**src/rtl/onchip_mem_bist_master.sv**
```systemverilog
// Memory self-test master for the single-port on-chip RAM (Avalon-MM s1 port).
// A start pulse runs two passes over a word window:
//   1. write a 32-bit Galois LFSR sequence;
//   2. read the window back and compare each word against the regenerated sequence.
// The test reports pass/fail, a saturating mismatch count and the first failing address.
module onchip_mem_bist_master #(
  parameter int          ADDR_W = 14,
  parameter int          DATA_W = 32,
  parameter int          DEPTH  = 10240,
  parameter logic [31:0] POLY   = 32'h04C11DB7
) (
  input  logic              clk,
  input  logic              reset_n,
  input  logic              start,
  input  logic              abort,
  input  logic [ADDR_W-1:0] base_addr,
  input  logic [ADDR_W-1:0] word_count,
  input  logic [31:0]       seed,
  output logic              busy,
  output logic              done,
  output logic              pass,
  output logic [15:0]       err_count,
  output logic [ADDR_W-1:0] first_err_addr,
  output logic [ADDR_W-1:0] address,
  output logic [3:0]        byteenable,
  output logic              chipselect,
  output logic              write,
  output logic [DATA_W-1:0] writedata,
  input  logic [DATA_W-1:0] readdata
);

  typedef enum logic [2:0] {IDLE, WRITE, READ, DRAIN, DONE} state_t;

  state_t              state;
  logic [31:0]         lfsr;
  logic [31:0]         seed_q;
  logic [ADDR_W-1:0]   base_q;
  logic [ADDR_W-1:0]   count_q;
  logic [ADDR_W-1:0]   cnt;
  logic                err_seen;

  // Compare pipeline: p0 travels with the read on the bus, p1 lines up with readdata.
  logic                vld_p0;
  logic [DATA_W-1:0]   exp_p0;
  logic                vld_p1;
  logic [DATA_W-1:0]   exp_p1;
  logic [ADDR_W-1:0]   addr_p1;

  logic [15:0]         err_next;
  logic [ADDR_W-1:0]   first_next;
  logic                seen_next;
  logic [31:0]         seed_eff;

  function automatic logic [31:0] lfsr_step(input logic [31:0] l);
    return {l[30:0], 1'b0} ^ (l[31] ? POLY : 32'h0);
  endfunction

  function automatic logic [ADDR_W-1:0] addr_inc(input logic [ADDR_W-1:0] a);
    return (a == ADDR_W'(DEPTH - 1)) ? '0 : a + 1'b1;
  endfunction

  function automatic logic [15:0] sat_inc(input logic [15:0] c);
    return (c == 16'hFFFF) ? c : c + 16'd1;
  endfunction

  // An all-zero seed would lock the LFSR, so it is replaced by 1.
  assign seed_eff = (seed == 32'h0) ? 32'h1 : seed;

  // Result of comparing the returning read word against the delayed expected value.
  always_comb begin
    err_next   = err_count;
    first_next = first_err_addr;
    seen_next  = err_seen;
    if (vld_p1 && (readdata != exp_p1)) begin
      err_next = sat_inc(err_count);
      if (!err_seen) begin
        first_next = addr_p1;
        seen_next  = 1'b1;
      end
    end
  end

  // Test sequencer with registered bus and status outputs.
  always_ff @(posedge clk or negedge reset_n) begin
    if (!reset_n) begin
      state          <= IDLE;
      lfsr           <= '0;
      seed_q         <= '0;
      base_q         <= '0;
      count_q        <= '0;
      cnt            <= '0;
      err_seen       <= 1'b0;
      vld_p0         <= 1'b0;
      exp_p0         <= '0;
      vld_p1         <= 1'b0;
      exp_p1         <= '0;
      addr_p1        <= '0;
      busy           <= 1'b0;
      done           <= 1'b0;
      pass           <= 1'b0;
      err_count      <= '0;
      first_err_addr <= '0;
      address        <= '0;
      byteenable     <= '0;
      chipselect     <= 1'b0;
      write          <= 1'b0;
      writedata      <= '0;
    end else begin
      // stage p0 -> p1: the read issued last cycle now has its data on readdata
      vld_p1  <= vld_p0;
      exp_p1  <= exp_p0;
      addr_p1 <= address;

      case (state)
        IDLE, DONE: begin
          if (start && !abort) begin
            err_count      <= '0;
            first_err_addr <= '0;
            err_seen       <= 1'b0;
            if (word_count != '0) begin
              state      <= WRITE;
              busy       <= 1'b1;
              done       <= 1'b0;
              pass       <= 1'b0;
              base_q     <= base_addr;
              count_q    <= word_count;
              seed_q     <= seed_eff;
              chipselect <= 1'b1;
              write      <= 1'b1;
              byteenable <= 4'hF;
              address    <= base_addr;
              writedata  <= seed_eff;
              lfsr       <= lfsr_step(seed_eff);
              cnt        <= ADDR_W'(1);
            end else begin
              state <= DONE;
              done  <= 1'b1;
              pass  <= 1'b1;
            end
          end
        end

        WRITE: begin
          if (cnt == count_q) begin
            // Last write is on the bus; rewind address and pattern for the read pass.
            state   <= READ;
            write   <= 1'b0;
            address <= base_q;
            exp_p0  <= seed_q;
            vld_p0  <= 1'b1;
            lfsr    <= lfsr_step(seed_q);
            cnt     <= ADDR_W'(1);
          end else begin
            address   <= addr_inc(address);
            writedata <= lfsr;
            lfsr      <= lfsr_step(lfsr);
            cnt       <= cnt + 1'b1;
          end
        end

        READ: begin
          err_count      <= err_next;
          first_err_addr <= first_next;
          err_seen       <= seen_next;
          if (cnt == count_q) begin
            state      <= DRAIN;
            chipselect <= 1'b0;
            byteenable <= 4'h0;
            vld_p0     <= 1'b0;
          end else begin
            address <= addr_inc(address);
            exp_p0  <= lfsr;
            lfsr    <= lfsr_step(lfsr);
            cnt     <= cnt + 1'b1;
          end
        end

        DRAIN: begin
          // The final read's data is compared here; pass must include it.
          err_count      <= err_next;
          first_err_addr <= first_next;
          err_seen       <= seen_next;
          state          <= DONE;
          busy           <= 1'b0;
          done           <= 1'b1;
          pass           <= (err_next == 16'h0);
        end

        default: state <= IDLE;
      endcase

      // Abort overrides everything above and discards any compare still in flight.
      if (abort && (state == WRITE || state == READ || state == DRAIN)) begin
        state          <= IDLE;
        busy           <= 1'b0;
        done           <= 1'b0;
        pass           <= 1'b0;
        chipselect     <= 1'b0;
        write          <= 1'b0;
        byteenable     <= 4'h0;
        vld_p0         <= 1'b0;
        vld_p1         <= 1'b0;
        err_count      <= err_count;
        first_err_addr <= first_err_addr;
        err_seen       <= err_seen;
      end
    end
  end

endmodule

```
**config.mk**
```make
export PLATFORM = sky130hd
export DESIGN_NAME = onchip_mem_bist_master
export DESIGN_NICKNAME = d
export VERILOG_FILES = /design/src/rtl/onchip_mem_bist_master.sv
export SDC_FILE = /design/constraint.sdc
export NUM_CORES = 1
export LEC_CHECK = 0
export BUFFER_PORTS_ARGS = -buffer_cell sky130_fd_sc_hd__buf_2
export CAP_MARGIN = 20
export CORE_MARGIN = 4
export CORE_UTILIZATION = 40
export CTS_CLUSTER_DIAMETER = 30
export DETAILED_ROUTE_END_ITERATION = 10
export GPL_TIMING_DRIVEN = 0
export PLACE_DENSITY = 0.71
export SLEW_MARGIN = 30
export SYNTH_ARGS = -nofsm -noshare
export SYNTH_HDL_FRONTEND = slang
export SYNTH_SLANG_ARGS = --single-unit
```
**constraint.sdc**
```tcl
create_clock -name clk -period 5.6 [get_ports clk]
set_input_delay 0 -clock clk [delete_from_list [all_inputs] [get_ports clk]]
set_output_delay 0 -clock clk [all_outputs]
set_load 0.02 [all_outputs]
```
# Word-level counts from Yosys, hierarchy flattened
# Index checks and enable logic that the tools add are counted.
# W data, S select, Z words.
[op_classes] muxes=67 order_cmp=0 n_bitwise=4 n_mul=0 n_reduce_logical=33 add_sub_neg=3 n_div=0 n_shift=0 eq_ne=19
[op_table] op="$mux W32" count=9
[op_table] op="$mux W14" count=12
[op_table] op="$pmux W32 S2" count=2
[op_table] op="$pmux W32 S3" count=1
[op_table] op="$xor A32 B27 Y32" count=3
[op_table] op="$pmux W14 S3" count=2
[op_table] op="$mux W27" count=3
[op_table] op="$mux W16" count=3
[op_table] op="$logic_not A32 Y1" count=1
[op_table] op="$ne A32 B32 Y1" count=1
[op_table] op="$pmux W16 S2" count=1
[op_table] op="$add A14 B1 Y14 const B" count=2
[op_table] op="$pmux W14 S2" count=1
[op_table] op="$reduce_and A4 Y1" count=5
[op_table] op="$reduce_and A3 Y1" count=6
[op_table] op="$add A16 B1 Y16 const B" count=1
[op_table] op="$eq A16 B16 Y1 const B" count=1
[op_table] op="$logic_not A16 Y1" count=1
[op_table] op="$mux W4" count=4
[op_table] op="$mux W1" count=15
[op_table] op="$mux W3" count=5
[op_table] op="$reduce_bool A3 Y1" count=5
[op_table] op="$eq A14 B14 Y1" count=1
[op_table] op="$eq A14 B14 Y1 const B" count=1
[op_table] op="other kinds (20)" count=40
[word_totals] output_inout_bits=85 latch_bits=0 memories=0 ramBits=0 romBits=0 elab_cells=148 reg_bits=275

# Depth between registers and ports, before layout
# Gate-level depths: netlist of the first run.
[logic_depth] ltp_word=7 ltp_mapped=11 depth_no_buf=9

# Least setup slack after synthesis of the first run
# Ideal clock, no wire load.
[synth_timing] kind="register to register" startpoint="register err_count[0]" endpoint="register err_count[8]" t_arrival_ns=2.109 period_less_slack_ns=2.246 setup_slack_ns=3.354 setup_ns=0.137 stages_incl_launch_ff=11 n_path_buf=2 cell_sequence="dfrtp_1 -> ha_1 -> nand3_1 -> nor3_2 -> and4_1 -> buf_2 -> nor2_1 -> buf_2 -> a21oi_1 -> o21ai_0 -> o41ai_1"
[synth_between] elab_chain_cells=4
[synth_lines] item="from (decl)" line="22" source="output logic [15:0] err_count,"
[synth_lines] item="from (signal assigned)" line="162" source="err_count <= err_next;"
[synth_lines] item="from (signal assigned)" line="180" source="err_count <= err_next;"
[synth_lines] item="from (signal assigned)" line="203" source="err_count <= err_count;"
[synth_lines] item="$add A16 B1 Y16 / $eq A16 B16 Y1 (equally long branches)" line="63" source="return (c == 16'hFFFF) ? c : c + 16'd1;"
[synth_lines] item="$mux W16 (*)" line="63"
[synth_lines] item="$mux W16 (*)" line="74" source="if (vld_p1 && (readdata != exp_p1)) begin"
[synth_lines] item="$pmux W16 S2 (*)" line="114" source="case (state)"
# Mark *: on every way between the ends. The rest lies on a longest branch, timed or not.
# A chain may end at the register's enable or synchronous reset.

# Final worst setup path of the first run
[layout_timing] startpoint="register cnt[2]" endpoint="register writedata[30]"
[layout_between] elab_chain_cells=3
[layout_lines] item="from (decl)" line="39" source="logic [ADDR_W-1:0] cnt;"
[layout_lines] item="from (signal assigned)" line="157" source="cnt <= cnt + 1'b1;"
[layout_lines] item="from (signal assigned)" line="174" source="cnt <= cnt + 1'b1;"
[layout_lines] item="$eq A14 B14 Y1" line="144" source="if (cnt == count_q) begin"
[layout_lines] item="$ne A2 B2 Y1 (no source line)"
[layout_lines] item="$reduce_and A4 Y1 (no source line)"
[layout_lines] item="to (signal assigned)" line="155" source="writedata <= lfsr;"
[layout_lines] item="to (decl)" line="28" source="output logic [DATA_W-1:0] writedata,"
# No other way between the ends.

==> results of run 1 <==
-- layer usage --
metal | vias to the layer above | wire length, um
met5 | - | 21
met4 | 4 | 1060
met3 | 91 | 3420
met2 | 514 | 18800
met1 | 5564 | 16300
li1 | 5211 | -
-- kinds of logic after synthesis --
kind of cell | after synthesis | share of synthesized area (%)
xor gates and xnor gates | 100 | 6.90
muxes | 68 | 5.36
AOI/OAI and AO/OA | 272 | 13.4
adders and majority gates | 3 | 0.296
DFF | 271 | 53.4
and+or+nand+nor | 500 | 17.4
buffers and inverters | 92 | 3.12
-- area by class of cell --
class | instances | area, um^2
Fill cell | 2683 | 14000
Sequential cell | 271 | 6780
Multi-Input combinational cell | 943 | 5520
Timing Repair Buffer | 247 | 1660
Clock buffer | 64 | 1510
Clock inverter | 44 | 579
Tap cell | 396 | 495
Buffer | 87 | 377
Inverter | 5 | 18.8
-- through the flow --
stage	setup slack, ps	utilization, %	hold WS [ps]
after floorplan	3350	-	-296
after detailed placement	2590	45.9	-57.4
after CTS	2510	54.8	127
after global routing	2320	54.8	184
after global placement	-392	45.6	209
final	2490	54.8	117
-- flip-flops by register name, summed over array words and instances, names as in the netlist, 3 cells and up --
register        flops
seed_q             32
lfsr               32
cnt                14
count_q            14
base_q             14
writedata          32
err_count          16
state               3
address            14
exp_p0             32
first_err_addr     14
addr_p1            14
exp_p1             32
-- timing repair --
action	CTS	global route
endpoints found under the hold margin	262	0
endpoints found under the setup margin	0	0
hold buffers	65	0
buffers inserted	0	0
-- cells in the mapped netlist, types with 3 or more instances --
| cell type | n | area [um^2] |
|---|---|---|
| sky130_fd_sc_hd__o31ai_1 | 5 | 37.5 |
| sky130_fd_sc_hd__nor3b_1 | 9 | 67.6 |
| sky130_fd_sc_hd__dfrtp_1 | 271 | 6780 |
| sky130_fd_sc_hd__ha_1 | 3 | 37.5 |
| sky130_fd_sc_hd__buf_2 | 22 | 110 |
| sky130_fd_sc_hd__xor2_1 | 49 | 429 |
| sky130_fd_sc_hd__a31oi_1 | 6 | 37.5 |
| sky130_fd_sc_hd__a21oi_1 | 22 | 110 |
| sky130_fd_sc_hd__o31a_1 | 3 | 26.3 |
| sky130_fd_sc_hd__nand4_1 | 22 | 138 |
| sky130_fd_sc_hd__a221oi_1 | 13 | 114 |
| sky130_fd_sc_hd__and3_1 | 15 | 93.8 |
| sky130_fd_sc_hd__a21o_1 | 8 | 60.1 |
| sky130_fd_sc_hd__xnor2_1 | 51 | 447 |
| sky130_fd_sc_hd__clkbuf_1 | 59 | 221 |
| sky130_fd_sc_hd__nor2_1 | 48 | 180 |
| sky130_fd_sc_hd__and4_1 | 4 | 35.0 |
| sky130_fd_sc_hd__nand2b_1 | 5 | 31.3 |
| sky130_fd_sc_hd__nand3b_1 | 4 | 30.0 |
| sky130_fd_sc_hd__mux2i_1 | 68 | 681 |
| sky130_fd_sc_hd__or3_1 | 3 | 18.8 |
| sky130_fd_sc_hd__o21ai_0 | 137 | 686 |
| sky130_fd_sc_hd__nor4_1 | 23 | 144 |
| sky130_fd_sc_hd__a22o_1 | 15 | 131 |
| sky130_fd_sc_hd__buf_4 | 4 | 30.0 |
| sky130_fd_sc_hd__a222oi_1 | 28 | 280 |
| sky130_fd_sc_hd__o21ai_1 | 20 | 100 |
| sky130_fd_sc_hd__nand2_1 | 321 | 1200 |
| sky130_fd_sc_hd__nand3_1 | 21 | 105 |
| sky130_fd_sc_hd__inv_1 | 5 | 18.8 |
| sky130_fd_sc_hd__nor3_1 | 13 | 65.1 |
-- worst max-delay path: cells and delay by family, from the launching register on --
family / cells / cell delay, ps
AO/OA/AOI/OAI: 2 / 240
flip-flops: 1 / 440
XOR/XNOR: 1 / 180
buffers and inverters: 2 / 1050
AND/OR/NAND/NOR: 4 / 1160
-- where the power goes --
| group | switching [uW] | leakage, uW | total (uW) | internal, uW |
|---|---|---|---|---|
| Sequential | 565 | 0.00352 | 3190 | 2620 |
| Combinational | 1730 | 0.00342 | 2680 | 948 |
| Clock | 1220 | 0.000999 | 3570 | 2350 |
-- final timing paths --
check,from,end,slack (ps),cells after the start
min in group asynchronous,reset_n,writedata[14]$_DFFE_PN0P_,520,4
min,readdata[21],err_count[7]$_DFFE_PN0P_,120,8
min reg2reg,exp_p0[7]$_DFFE_PN0P_,exp_p1[7]$_DFF_PN0_,370,0
max,cnt[2]$_DFFE_PN0P_,writedata[30]$_DFFE_PN0P_,2490,9
max in group asynchronous,reset_n,first_err_addr[8]$_DFFE_PN0P_,3920,6
max reg2reg,cnt[2]$_DFFE_PN0P_,writedata[30]$_DFFE_PN0P_,2490,9
==> impl_results.md, run 1 <==
- Outcome: finished, final reports clean
- PnR Total Power: 9440 uW
- Class of the tightest hold or removal check: input pin to flip-flop
- Number of maximum-capacitance violations: 0
- Post-CTS Resized: 0
- TritonCTS clock tree: done
- Post-Syn Nets: 1405
- Average routed wire per standard cell: 19.2 um
- Dominant register cell in the synthesized netlist: sky130_fd_sc_hd__dfrtp_1
- Sequential cell area fraction in the yosys report: 53.4%
- Post-route DRC violation count: 0
- Count of input and output buffers: 179
- Tmin final: 3110 ps
- Register bit total from synthesis: 271
- Detailed-router iteration count before antenna repair: 9
- Detailed router's first-iteration violation count: 1159
- Top-level port count: 181
- Dpl cell area: 14200 um^2
- Count of nets after finishing: 1711
- Unrepaired setup endpoints after global routing: no
- Number of global-route vias before repair: 11600
- Initial core utilization: 41.1%
- Sink Count: 271
- Number of endpoints failing setup at the final stage: 0
- Finished Layout Cells: 2057
- Cells after synthesis: 1306
- Worst slew slack as a fraction of its limit: 41.6%
- Core area: 30900 um^2
- Chip Height: 186 um
- Category of the most critical setup path: flip-flop to flip-flop
- GR Layer Usage met3: 5.51%
- Worst vdd ir: 0.000320 V
- Final HPWL DP: 27300 um
- Final Hold Fails: 0
- Distinct cell type count of the synthesized netlist: 56
- Synth warn: 0
- Dominant cell type by count on the critical path: sky130_fd_sc_hd__clkbuf_1
- Total power per unit cell area: 557 nW/um^2
- H-Tree Depth: 2
- Vias: 11400
- CP Launch Type: flip-flop
- Share of the clock period used by the worst path: 55.5%
- Share of final-layout standard cells stronger than drive strength 1: 19.6%
- Total number of placement rows: 64
- Pin count of the biggest net entering global routing: 91
- Worst-margin pin slew: 876 ps
- Area of all placed cells without fillers: 16900 um^2
- Post-synthesis instance area: 12700 um^2
- GR Overflow Total: 0
- Post-Syn Area per Cell: 9.72 um^2
- Clk Tree Root Cell: sky130_fd_sc_hd__clkbuf_16
- Die boundary width: 186 um
- Area growth from synthesis to layout: 33.5%
- Worst path arrival time: 3620 ps
- Wire length reported by the detailed router: 39600 um
- Critical path's largest stage delay: 530 ps
- Clock buffers created by TritonCTS: 57
- Clock skew after layout: 50.9 ps
- Most used routing layer: met2
- Clock-pin slew on the worst setup and hold paths: 50 ps
- Total Die Area: 34600 um^2
- RePlAce Congestion: 0.878
- Placed instance count: 1884
- Global Route met2 Usage: 36.6%
- Global-route track usage on met1: 29.7%
- Count of antenna-violating nets left after detailed routing: 0
- Leak pwr: 0.00794 uW
- Number of flops mapped to enable cells by yosys: 0
- Commonest cells after routing, fill and taps aside: sky130_fd_sc_hd__nand2_1, sky130_fd_sc_hd__dfrtp_1, sky130_fd_sc_hd__buf_2
- Skew-Pair Late Insertion Delay: 600 ps
- Fraction of registers with async set/reset: 100%
- Global-route usage over all layers: 22.5%
- Diode insertion count for antenna repair: 0
- Critical Path Sink Type: flip-flop
- Most common library cell in the layout ignoring fill and taps: sky130_fd_sc_hd__nand2_1
- Highest achievable clock rate: 322 MHz
- Routed vias/inst: 5.53
- Final-layout setup total negative slack: 0 ps
- Final-report max-slew violation count: 0
- Maximum clock path buffer count: 3
- Cell-by-cell trace of the critical path: xor2_1 > nor4_1 > nand4_1 > nor2_1 > a21o_1 > clkbuf_1 > clkbuf_1 > nand2_1 > o21ai_1
- Wire length of the first global-routing pass: 62200 um
- Number of antenna violations at the first check in global routing: 2
- Worst EP required: 6110 ps
- Crit path max fanout: 10
- Slowest cell on crit path: sky130_fd_sc_hd__clkbuf_1
Power figures use the tool's default switching activity.
==> run 2, diff against run 1 <==
ABC_AREA = 1   (was not set)
PLACE_DENSITY = 0.73   (was 0.71)
clock period = 2.8 ns   (was 5.6 ns; I/O delays follow)
==> run 2 against run 1 <==
  * Flip-flop and latch count is the same
  * Maximum frequency increased by 18%
  * Global-route usage rose by 1.2 points
  * Critical path depth increased by 2
  * Wire length rose by 9.4%
  * Cell area rose by 2.9%
  * Power is 140% higher
  * Cell count grew 19%
  * Clock skew down 24 ps
  * Clock power increased by 88%
==> impl_results.md, run 2 <==
- Fraction of power spent switching nets: 41.4% (+4.2 points)
- Top-level port count: 181 (unchanged)
- Number of flops mapped to enable cells by yosys: 0 (unchanged)
- Setup WS pre-CTS: -173 ps (-2760 ps)
- Most common library cell in the layout ignoring fill and taps: sky130_fd_sc_hd__nand2_1
- Start of the worst register-to-register path: state[2]$_DFFE_PN0P_
- Worst Setup Slack, final: 174 ps (-2320 ps)
- Post-synthesis instance area: 13300 um^2 (+4.6%)
- Share of Yosys cell area claimed by the top area cell type: 51.1% (-2.3 points)
- Top delay family on crit path: buffers and inverters
- R2r setup slk: 170 ps (-2320 ps)
- Routed vias/inst: 5.25 (-5.1%)
- CP Launch Type: flip-flop
- Average routed wire per standard cell: 17.6 um (-8.3%)
- Count of input and output buffers: 180 (+0.56%)
- Total power per unit cell area: 1290 nW/um^2 (+130%)
- Die boundary width: 190 um (+2.2%)
- Finished Layout Cells: 2454 (+19%)
- TritonCTS clock tree: done
- Outcome: finished, final reports clean
- Clock buffers created by TritonCTS: 53 (-7.0%)
- Cell-by-cell trace of the critical path: inv_1 > nand2_2 > nor2_4 > inv_2 > nand2_4 > inv_2 > a21oi_2 > nand2_2 > clkbuf_1 > a211oi_1 > a22oi_1
- Chip Height: 190 um (+2.2%)
- Area growth from synthesis to layout: 31.4%
- Internal power: 13200 uW (+120%)
- Ranking of synthesized cells by area: sky130_fd_sc_hd__dfrtp_1, sky130_fd_sc_hd__nand2_1, sky130_fd_sc_hd__o21ai_0, sky130_fd_sc_hd__inv_1, sky130_fd_sc_hd__nor2_1
- Fraction of registers with async set/reset: 100% (unchanged)
- Share of the clock period used by the worst path: 93.8% (+38 points)
- Critical path's largest stage delay: 430 ps (-100 ps)
- Detailed router's first-iteration violation count: 1270 (+9.6%)
- Clk Tree Root Cell: sky130_fd_sc_hd__clkbuf_16
- Clock share of power: 29.8% (-8.0 points)
- Number of global-route vias before repair: 12800 (+10%)
- Share of final-layout standard cells stronger than drive strength 1: 16.9% (-2.8 points)
- Final-report max-slew violation count: 0 (unchanged)
- Global-route usage over all layers: 23.6% (+1.2 points)
- Synth warn: 0 (unchanged)
- Wire length reported by the detailed router: 43300 um (+9.4%)
- Pin count of the biggest net entering global routing: 85 (-6.6%)
- Worst slew slack as a fraction of its limit: 44.9% (+3.3 points)
- PnR Total Power: 22500 uW (+140%)
- H-Tree Depth: 2 (unchanged)
- Initial core utilization: 40.7% (-0.38 points)
- Sequential cell area fraction in the yosys report: 51.1% (-2.3 points)
- Register bit total from synthesis: 271 (unchanged)
- Final-layout setup total negative slack: 0 ps (unchanged)
- Category of the most critical setup path: flip-flop to flip-flop
- Highest achievable clock rate: 381 MHz (+18%)
- Wire length of the first global-routing pass: 68800 um (+10%)
- Sw Pwr: 9310 uW (+160%)
- Dominant register cell in the synthesized netlist: sky130_fd_sc_hd__dfrtp_1
- Final Hold Fails: 0 (unchanged)
- Most frequently used cell type in the post-synthesis netlist: sky130_fd_sc_hd__nand2_1
- Final core area utilization: 53.4% (-1.4 points)
- Worst EP required: 3210 ps (-2900 ps)
- Sequential power share: 32.4% (-1.4 points)
- Maximum clock path buffer count: 3 (unchanged)
- Post-route DRC violation count: 0 (unchanged)
- Cells after synthesis: 1661 (+27%)
- Skew-Pair Late Insertion Delay: 560 ps (-40 ps)
- Number of endpoints failing setup at the final stage: 0 (unchanged)
- GR Overflow Total: 0 (unchanged)
- Post-Syn Area per Cell: 7.99 um^2 (-18%)
- Placed instance count: 2286 (+21%)
- Distinct cell type count of the synthesized netlist: 47 (-16%)
- Class of the tightest hold or removal check: input pin to flip-flop
- Worst path arrival time: 3030 ps (-590 ps)
- Core area: 32600 um^2 (+5.5%)
- Most frequent cells after synthesis: sky130_fd_sc_hd__nand2_1, sky130_fd_sc_hd__dfrtp_1, sky130_fd_sc_hd__inv_1, sky130_fd_sc_hd__nor2_1, sky130_fd_sc_hd__o21ai_0
- Total Die Area: 36100 um^2 (+4.4%)
- Leak pwr: 0.00836 uW (+5.3%)
- Dominant cell type by area after synthesis: sky130_fd_sc_hd__dfrtp_1
- Crit path max fanout: 10 (unchanged)
- Clock skew after layout: 26.9 ps (-24.0 ps)
- Worst-margin pin slew: 827 ps (-49.1 ps)
- Unrepaired setup endpoints after global routing: no
- Final HPWL DP: 30200 um (+11%)
- Clock-pin slew on the worst setup and hold paths: 50 ps (about the same)
- Combinational cell fraction of total power: 37.8% (+9.4 points)
- Total number of placement rows: 66 (+3.1%)
- Startpoint of the tightest hold check path: start
- Count of nets after finishing: 2065 (+21%)
- Tmin final: 2630 ps (-480 ps)
- Post-Syn Nets: 1760 (+25%)
- Sink Count: 271 (unchanged)
- Commonest cells after routing, fill and taps aside: sky130_fd_sc_hd__nand2_1, sky130_fd_sc_hd__dfrtp_1, sky130_fd_sc_hd__buf_2
- Count of antenna-violating nets left after detailed routing: 0 (unchanged)
- Slowest cell on crit path: sky130_fd_sc_hd__dfrtp_1
- Number of maximum-capacitance violations: 0 (unchanged)
- Critical Path Sink Type: flip-flop
- RePlAce Congestion: 0.915 (+4.2%)
- Startpoint of the most critical setup path: state[2]$_DFFE_PN0P_
- Vias: 12900 (+13%)
- Worst vdd ir: 0.000635 V (+98%)
- Number of buffers and inverters on the critical path: 4 (+2)
- Number of antenna violations at the first check in global routing: 2 (unchanged)
- Detailed-router iteration count before antenna repair: 5 (-4)
## run 2: timing repair
| action | 4_1_cts | 5_1_grt |
|---|---|---|
| endpoints found under the hold margin | 360 | 0 |
| buffers inserted | 3 | 0 |
| endpoints found under the setup margin | 12 | 45 |
| hold buffers | 64 | 0 |
| gates resized for setup | 1 | 17 |
| pin swaps | 2 | 0 |
## run 2: through the flow
step	hold WS (ps)	cell area, um^2
floorplan	-296	13300
global placement	219	14700
detailed placement	-30.1	14800
CTS	35.4	17400
global route	91.6	17400
finish	51.3	17400
## run 2: routing by layer
layer	wire (um)	global-route usage, %	vias to the layer above
li1	-	-	6021
met4	1660	9.88	0
met1	17700	30.9	6120
met5	0	0	-
met3	3520	4.40	132
met2	20400	38.7	614
## run 2: kinds of logic (layout without fill, tap and decap cells)
kind of cell	after synthesis	after routing	synth area share, %
AOI/OAI and AO/OA	302	302	13.0
xor gates and xnor gates	70	70	4.62
adders and majority gates	3	3	0.283
buffers and inverters	242	591	7.15
DFF	271	271	51.1
other	0	2	0
and+or+nand+nor	773	773	23.8
## run 2: path summary, 6_finish.rpt
kind                                        endpoint  cells past startpoint
max                             lfsr[22]$_DFFE_PN0P_                     11
min                                 pass$_DFFE_PN0P_                      8
max reg2reg                     lfsr[22]$_DFFE_PN0P_                     11
min reg2reg                     exp_p1[26]$_DFF_PN0_                      0
max in group asynchronous   err_count[3]$_DFFE_PN0P_                      5
min in group asynchronous  writedata[14]$_DFFE_PN0P_                      3
## run 2: power groups by stage
stage	sequential (uW)	clock (uW)	combinational [uW]
after floorplan	7350	0	5110
final	7270	6700	8490
after detailed placement	7290	0	8150
after global placement	7230	0	7890
after global routing	7480	6970	9410
after CTS	7240	6750	8380
## run 2: final cells by class
class                      instances  area [um^2]
antenna                            2         5.00
buffer                            81          352
clock buffer                      66         1470
clock inverter                    33          443
fill                            2951        15200
inverter                         161          609
multi-input combinational       1148         5540
sequential                       271         6780
tap                              442          553
timing repair buffer             250         1670
## run 2: worst reg2reg max path: cells and delay by family (launching register included)
family / cells / cell delay (ps)
AOI/OAI and AO/OA: 3 / 650
buffers and inverters: 4 / 740
DFF: 1 / 430
and+or+nand+nor: 4 / 670
